===== config.mk =====
export PLATFORM = sky130hd
export DESIGN_NAME = spram_bus_controller
export DESIGN_NICKNAME = d
export VERILOG_FILES = /design/src/rtl/spram_bus_controller.sv
export SDC_FILE = /design/constraint.sdc
export NUM_CORES = 1
export LEC_CHECK = 0
export CORE_UTILIZATION = 52
export DETAILED_ROUTE_END_ITERATION = 16
export PLACE_DENSITY = 0.93
export SLEW_MARGIN = 20
export SYNTH_ARGS = -nofsm -noshare
export SYNTH_HDL_FRONTEND = slang
export SYNTH_SLANG_ARGS = --single-unit

===== constraint.sdc =====
create_clock -name clk_i -period 3.75 [get_ports clk_i]
set_input_delay 0.75 -clock clk_i [delete_from_list [all_inputs] [get_ports clk_i]]
set_output_delay 0.75 -clock clk_i [all_outputs]
set_load 0.01 [all_outputs]

===== src/rtl/spram_bus_controller.sv =====
// spram_bus_controller: 32-bit valid/ready bus to 16-bit iCE40 SPRAM bridge with idle sleep
module spram_bus_controller #(
    parameter int IDLE_SLEEP_CYCLES = 64,
    parameter int WAKE_CYCLES       = 3
) (
    input  logic        clk_i,
    input  logic        reset_n_i,
    input  logic        bus_valid_i,
    input  logic [12:0] bus_address_i,
    input  logic [3:0]  bus_wstrb_i,
    input  logic [31:0] bus_wdata_i,
    output logic        bus_ready_o,
    output logic [31:0] bus_rdata_o,
    output logic [13:0] spram_address_o,
    output logic [15:0] spram_datain_o,
    output logic [3:0]  spram_maskwren_o,
    output logic        spram_wren_o,
    output logic        spram_chipselect_o,
    output logic        spram_standby_o,
    output logic        spram_sleep_o,
    output logic        spram_poweroff_o,
    input  logic [15:0] spram_dataout_i
);
    localparam int CW = $clog2(IDLE_SLEEP_CYCLES + 2);
    localparam int WW = $clog2(WAKE_CYCLES + 1);

    typedef enum logic [2:0] {IDLE, LO, HI, CAP, DONE, SLEEP, WAKE} state_t;

    state_t        state_q, state_d;
    logic [CW-1:0] cnt_q, cnt_d;
    logic [WW-1:0] wcnt_q, wcnt_d;
    logic [12:0]   addr_q, addr_d;
    logic [3:0]    wstrb_q, wstrb_d;
    logic [31:0]   wdata_q, wdata_d;
    logic          ready_q, ready_d;
    logic [31:0]   rdata_q, rdata_d;
    logic [13:0]   sp_addr_q, sp_addr_d;
    logic [15:0]   datain_q, datain_d;
    logic [3:0]    mask_q, mask_d;
    logic          wren_q, wren_d;
    logic          cs_q, cs_d;
    logic          sleep_q, sleep_d;
    logic          lo, hi, wr;

    // Next state, request latching, and the SPRAM-side outputs of the next state
    always_comb begin
        state_d = state_q;
        cnt_d   = '0;
        wcnt_d  = wcnt_q;
        addr_d  = addr_q;
        wstrb_d = wstrb_q;
        wdata_d = wdata_q;
        case (state_q)
            IDLE: begin
                if (bus_valid_i) begin
                    addr_d  = bus_address_i;
                    wstrb_d = bus_wstrb_i;
                    wdata_d = bus_wdata_i;
                    state_d = LO;
                end else if (IDLE_SLEEP_CYCLES != 0 && cnt_q == CW'(IDLE_SLEEP_CYCLES - 1)) begin
                    state_d = SLEEP;
                end else begin
                    cnt_d = cnt_q + 1'b1;
                end
            end
            LO:    state_d = HI;
            HI:    state_d = (wstrb_q == 4'b0000) ? CAP : DONE;
            CAP:   state_d = DONE;
            DONE:  state_d = IDLE;
            SLEEP: begin
                if (bus_valid_i) begin
                    addr_d  = bus_address_i;
                    wstrb_d = bus_wstrb_i;
                    wdata_d = bus_wdata_i;
                    wcnt_d  = WW'(WAKE_CYCLES - 1);
                    state_d = WAKE;
                end
            end
            WAKE: begin
                if (wcnt_q == '0) state_d = LO;
                else wcnt_d = wcnt_q - 1'b1;
            end
            default: state_d = IDLE;
        endcase
        lo        = state_d == LO;
        hi        = state_d == HI;
        wr        = (lo || hi) && wstrb_d != 4'b0000;
        cs_d      = lo || hi;
        wren_d    = wr;
        sp_addr_d = cs_d ? {addr_d, hi} : 14'h0;
        datain_d  = wr ? (hi ? wdata_d[31:16] : wdata_d[15:0]) : 16'h0;
        mask_d    = wr ? (hi ? {wstrb_d[3], wstrb_d[3], wstrb_d[2], wstrb_d[2]}
                             : {wstrb_d[1], wstrb_d[1], wstrb_d[0], wstrb_d[0]}) : 4'h0;
        sleep_d   = state_d == SLEEP;
        ready_d   = state_d == DONE;
        rdata_d   = (state_q == HI && wstrb_q == 4'b0000) ? {rdata_q[31:16], spram_dataout_i} :
                    (state_q == CAP) ? {spram_dataout_i, rdata_q[15:0]} : rdata_q;
    end

    // State and registered outputs; reset leaves the SPRAM idle and awake
    always_ff @(posedge clk_i) begin
        if (!reset_n_i) begin
            state_q   <= IDLE;
            cnt_q     <= '0;
            wcnt_q    <= '0;
            addr_q    <= '0;
            wstrb_q   <= '0;
            wdata_q   <= '0;
            ready_q   <= 1'b0;
            rdata_q   <= '0;
            sp_addr_q <= '0;
            datain_q  <= '0;
            mask_q    <= '0;
            wren_q    <= 1'b0;
            cs_q      <= 1'b0;
            sleep_q   <= 1'b0;
        end else begin
            state_q   <= state_d;
            cnt_q     <= cnt_d;
            wcnt_q    <= wcnt_d;
            addr_q    <= addr_d;
            wstrb_q   <= wstrb_d;
            wdata_q   <= wdata_d;
            ready_q   <= ready_d;
            rdata_q   <= rdata_d;
            sp_addr_q <= sp_addr_d;
            datain_q  <= datain_d;
            mask_q    <= mask_d;
            wren_q    <= wren_d;
            cs_q      <= cs_d;
            sleep_q   <= sleep_d;
        end
    end

    assign bus_ready_o        = ready_q;
    assign bus_rdata_o        = rdata_q;
    assign spram_address_o    = sp_addr_q;
    assign spram_datain_o     = datain_q;
    assign spram_maskwren_o   = mask_q;
    assign spram_wren_o       = wren_q;
    assign spram_chipselect_o = cs_q;
    assign spram_sleep_o      = sleep_q;
    assign spram_standby_o    = 1'b0;
    assign spram_poweroff_o   = 1'b1;
endmodule


==> run summary <==
cts bufs inserted -> 17
Clock power frac -> 39.2%
GRT Util Overall -> 28.88%
drt first pass iters -> 6
largest net degree at the start of global routing -> 50
Critical Path RT -> 4120 ps
# nets final -> 787
fin cells -> 858
area grow syn2layout -> 38.63%
global-route wire length before repair -> 22710 µm
CTS tree -> yes
postcts setup bufs -> 0
Crit Path Max Fanout -> 37
Fmax -> 374.5 MHz
Fin Clk Skew -> 11.33 ps
HP Class -> flip-flop to flip-flop
Die H -> 101.5 µm
core area -> 0.009415 mm²
cts hold-fix bufs -> 0
io pins -> 140
Worst Path Class, Setup -> flip-flop to flip-flop
routed length on met2 -> 7060 µm
die footprint -> 0.01029 mm²
Worst Tran Pin Value -> 1011 ps
vias in the first global route -> 4814
P_sw -> 1.262 mW
WL per Instance -> 16.68 µm
register bit count reported by yosys -> 129
status -> complete, no violations
Synth Instances -> 600
period utilization -> 71.21%
GP Congestion -> 0.8624
fill count -> 595
layout cells sized above 1 -> 7.133%
initial antenna violation count -> 0
syn_area_per_cell -> 8.573 µm²
clk_lat worst skew -> 520 ps
DR vias -> 4767
highest routed layer -> met4
DRT met1 WL -> 5440 µm
Via density -> 5.556
Slew Limit Fails -> 0
critical path launch point type -> flip-flop
Synth cell types -> 42
# port buffers -> 137
Antenna Cells -> 0
clk slew on worst S/H paths -> 60 ps
total grt overflow -> 0
post-synthesis sequential area ratio -> 50.21%
Flop pwr share -> 38.0%
post-synthesis cell area -> 0.005144 mm²
slew margin rel. -> 32.36%
number of synthesis warnings -> 0
drt total wl -> 14310 µm
Pleak -> 2.642 nW
Worst setup EP type -> flip-flop
Final Hold Fails -> 0
clock sink count -> 129
Initial Util -> 54.63%
placed insts -> 827
Switching Fraction -> 30.00%
drt first-iter violations -> 342
Die X -> 101.5 µm
HPWL after detailed placement -> 8929 µm
Arr. time, crit path -> 3040 ps
Site Rows -> 35
P_int -> 2.945 mW
hold slack -> 462.4 ps
Max IR drop VDD -> 0.3203 mV
Post-route DRC -> 0
total negative slack -> 0 ps
post-cts sizing count -> 0
DRT antenna net count -> 0
Root Buffer -> clkbuf_8
pwr/cell area -> 590.0 mW/mm²
Combinational Power Share -> 22.8%
Tmin final -> 2670 ps
final setup violation count -> 0
unrepaired setup endpoints after global routing -> false
syn_nets -> 670
max cap viols -> 0
CTS max path bufs -> 2
WL met3 -> 1373 µm
H-tree levels -> 4
[per-stage QoR]
step           utilization, %  area, µm²  worst slack (ps)  power [mW]
2_1_floorplan               -       5144              1633       2.195
3_3_place_gp            69.42       6536             920.7       2.507
3_5_place_dp            69.42       6536             822.3       2.550
4_1_cts                 75.73       7131              1138       4.211
5_1_grt                 75.73       7131             942.6       4.371
6_report                75.73       7131              1080       4.207
[power by group through the flow]
stage / Sequential, mW / Combinational [mW] / Clock (mW)
finish: 1.60 / 0.959 / 1.65
global route: 1.61 / 1.04 / 1.72
CTS: 1.60 / 0.950 / 1.67
detailed placement: 1.62 / 0.928 / 0
global placement: 1.62 / 0.892 / 0
floorplan: 1.63 / 0.561 / 0
[routing by layer]
metal	track usage (%)	vias to the layer above
met4	15.16	0
li1	-	2241
met1	31.76	2198
met5	0	-
met2	49.03	283
met3	10.35	45
[cells by family (layout without fill, tap and decap cells)]
logic type / after synthesis / after routing / synth area share, %
AND/OR/NAND/NOR: 297 / 297 / 25.18
flip-flops: 129 / 129 / 50.21
AO/OA/AOI/OAI: 111 / 111 / 17.34
buffers and inverters: 52 / 181 / 4.719
XOR/XNOR: 7 / 7 / 1.922
adder cells (fa/ha/maj): 2 / 2 / 0.4864
other: 2 / 2 / 0.1460
[worst paths after layout]
path         cells after the start                      endpoint  slack, ps                  start
min                              1           cnt_q[0]$_SDFF_PP0_        460    cnt_q[0]$_SDFF_PP0_
max reg2reg                      4  spram_datain_o[5]$_SDFF_PN0_       1080  state_q[2]$_SDFF_PN0_
max                              4  spram_datain_o[5]$_SDFF_PN0_       1080  state_q[2]$_SDFF_PN0_
min reg2reg                      1           cnt_q[0]$_SDFF_PP0_        460    cnt_q[0]$_SDFF_PP0_
[worst max-delay path, cell delays in order (launching register included)]
cell and delay, ps:
dfxtp_1 660, or3b_2 770, o2111ai_4 350, xnor2_4 570
nor2_1 170
[final cells by class]
| cell class | instances | area, µm² | area share [%] |
|---|---|---|---|
| clock buffer | 17 | 414.1 | 5.808 |
| inverter | 4 | 15.01 | 0.2106 |
| clock inverter | 14 | 180.2 | 2.527 |
| tap | 129 | 161.4 | 2.264 |
| multi-input combinational | 419 | 2331 | 32.69 |
| timing repair buffer | 146 | 1446 | 20.28 |
| sequential | 129 | 2582 | 36.22 |
[flip-flops by register name (all words and copies together) (netlist names), 2 cells and up]
| register | flops |
|---|---|
| addr_q | 13 |
| bus_rdata_o | 32 |
| cnt_q | 7 |
| spram_address_o | 14 |
| spram_datain_o | 16 |
| spram_maskwren_o | 2 |
| state_q | 3 |
| wcnt_q | 2 |
| wdata_q | 32 |
| wstrb_q | 4 |
[cell usage in the layout (no fill, tap or decap), types with 2 or more instances in the layout]
cell and instances:
a21boi_0 81, and2_1 4, and3_1 16, buf_4 8, bufinv_16 3, clkbuf_16 16
clkdlybuf4s50_1 136, clkinv_4 2, clkinvlp_4 5, conb_1 2, dfxtp_1 129, ha_1 2
inv_1 4, inv_6 4, nand2_1 185, nand2b_1 2, nand3_1 40, nand3b_1 2
nor2_1 29, nor2b_1 5, nor3_1 2, nor3b_2 2, nor4_1 2, o2111ai_1 18
o211a_1 2, o21a_1 2, o21ai_0 2, or3_1 2, xnor2_1 3, xor2_1 2
[Yosys cell counts (all sizes together)]
| master | instances | area, µm² |
|---|---|---|
| a211oi | 1 | 12.51 |
| a21boi | 81 | 608.1 |
| a21oi | 1 | 5.000 |
| a221o | 1 | 21.27 |
| a22o | 1 | 8.760 |
| and2 | 4 | 25.02 |
| and3 | 16 | 100.1 |
| buf | 15 | 103.9 |
| clkbuf | 33 | 123.9 |
| conb | 2 | 7.510 |
| dfxtp | 129 | 2582 |
| ha | 2 | 25.02 |
| inv | 4 | 15.01 |
| nand2 | 185 | 694.4 |
| nand2b | 2 | 12.51 |
| nand3 | 40 | 200.2 |
| nand3b | 2 | 15.01 |
| nand4b | 1 | 8.760 |
| nor2 | 29 | 108.9 |
| nor2b | 5 | 31.28 |
| nor3 | 3 | 20.02 |
| nor3b | 3 | 27.52 |
| nor4 | 2 | 12.51 |
| o2111ai | 19 | 183.9 |
| o211a | 2 | 20.02 |
| o21a | 2 | 15.01 |
| o21ai | 2 | 10.01 |
| o31ai | 1 | 7.510 |
| or2 | 1 | 6.260 |
| or3 | 2 | 12.51 |
| or3b | 1 | 8.760 |
| or4 | 1 | 11.26 |
| xnor2 | 4 | 53.81 |
| xor2 | 3 | 45.05 |
Note: power is estimated with default switching activity, not from simulation.
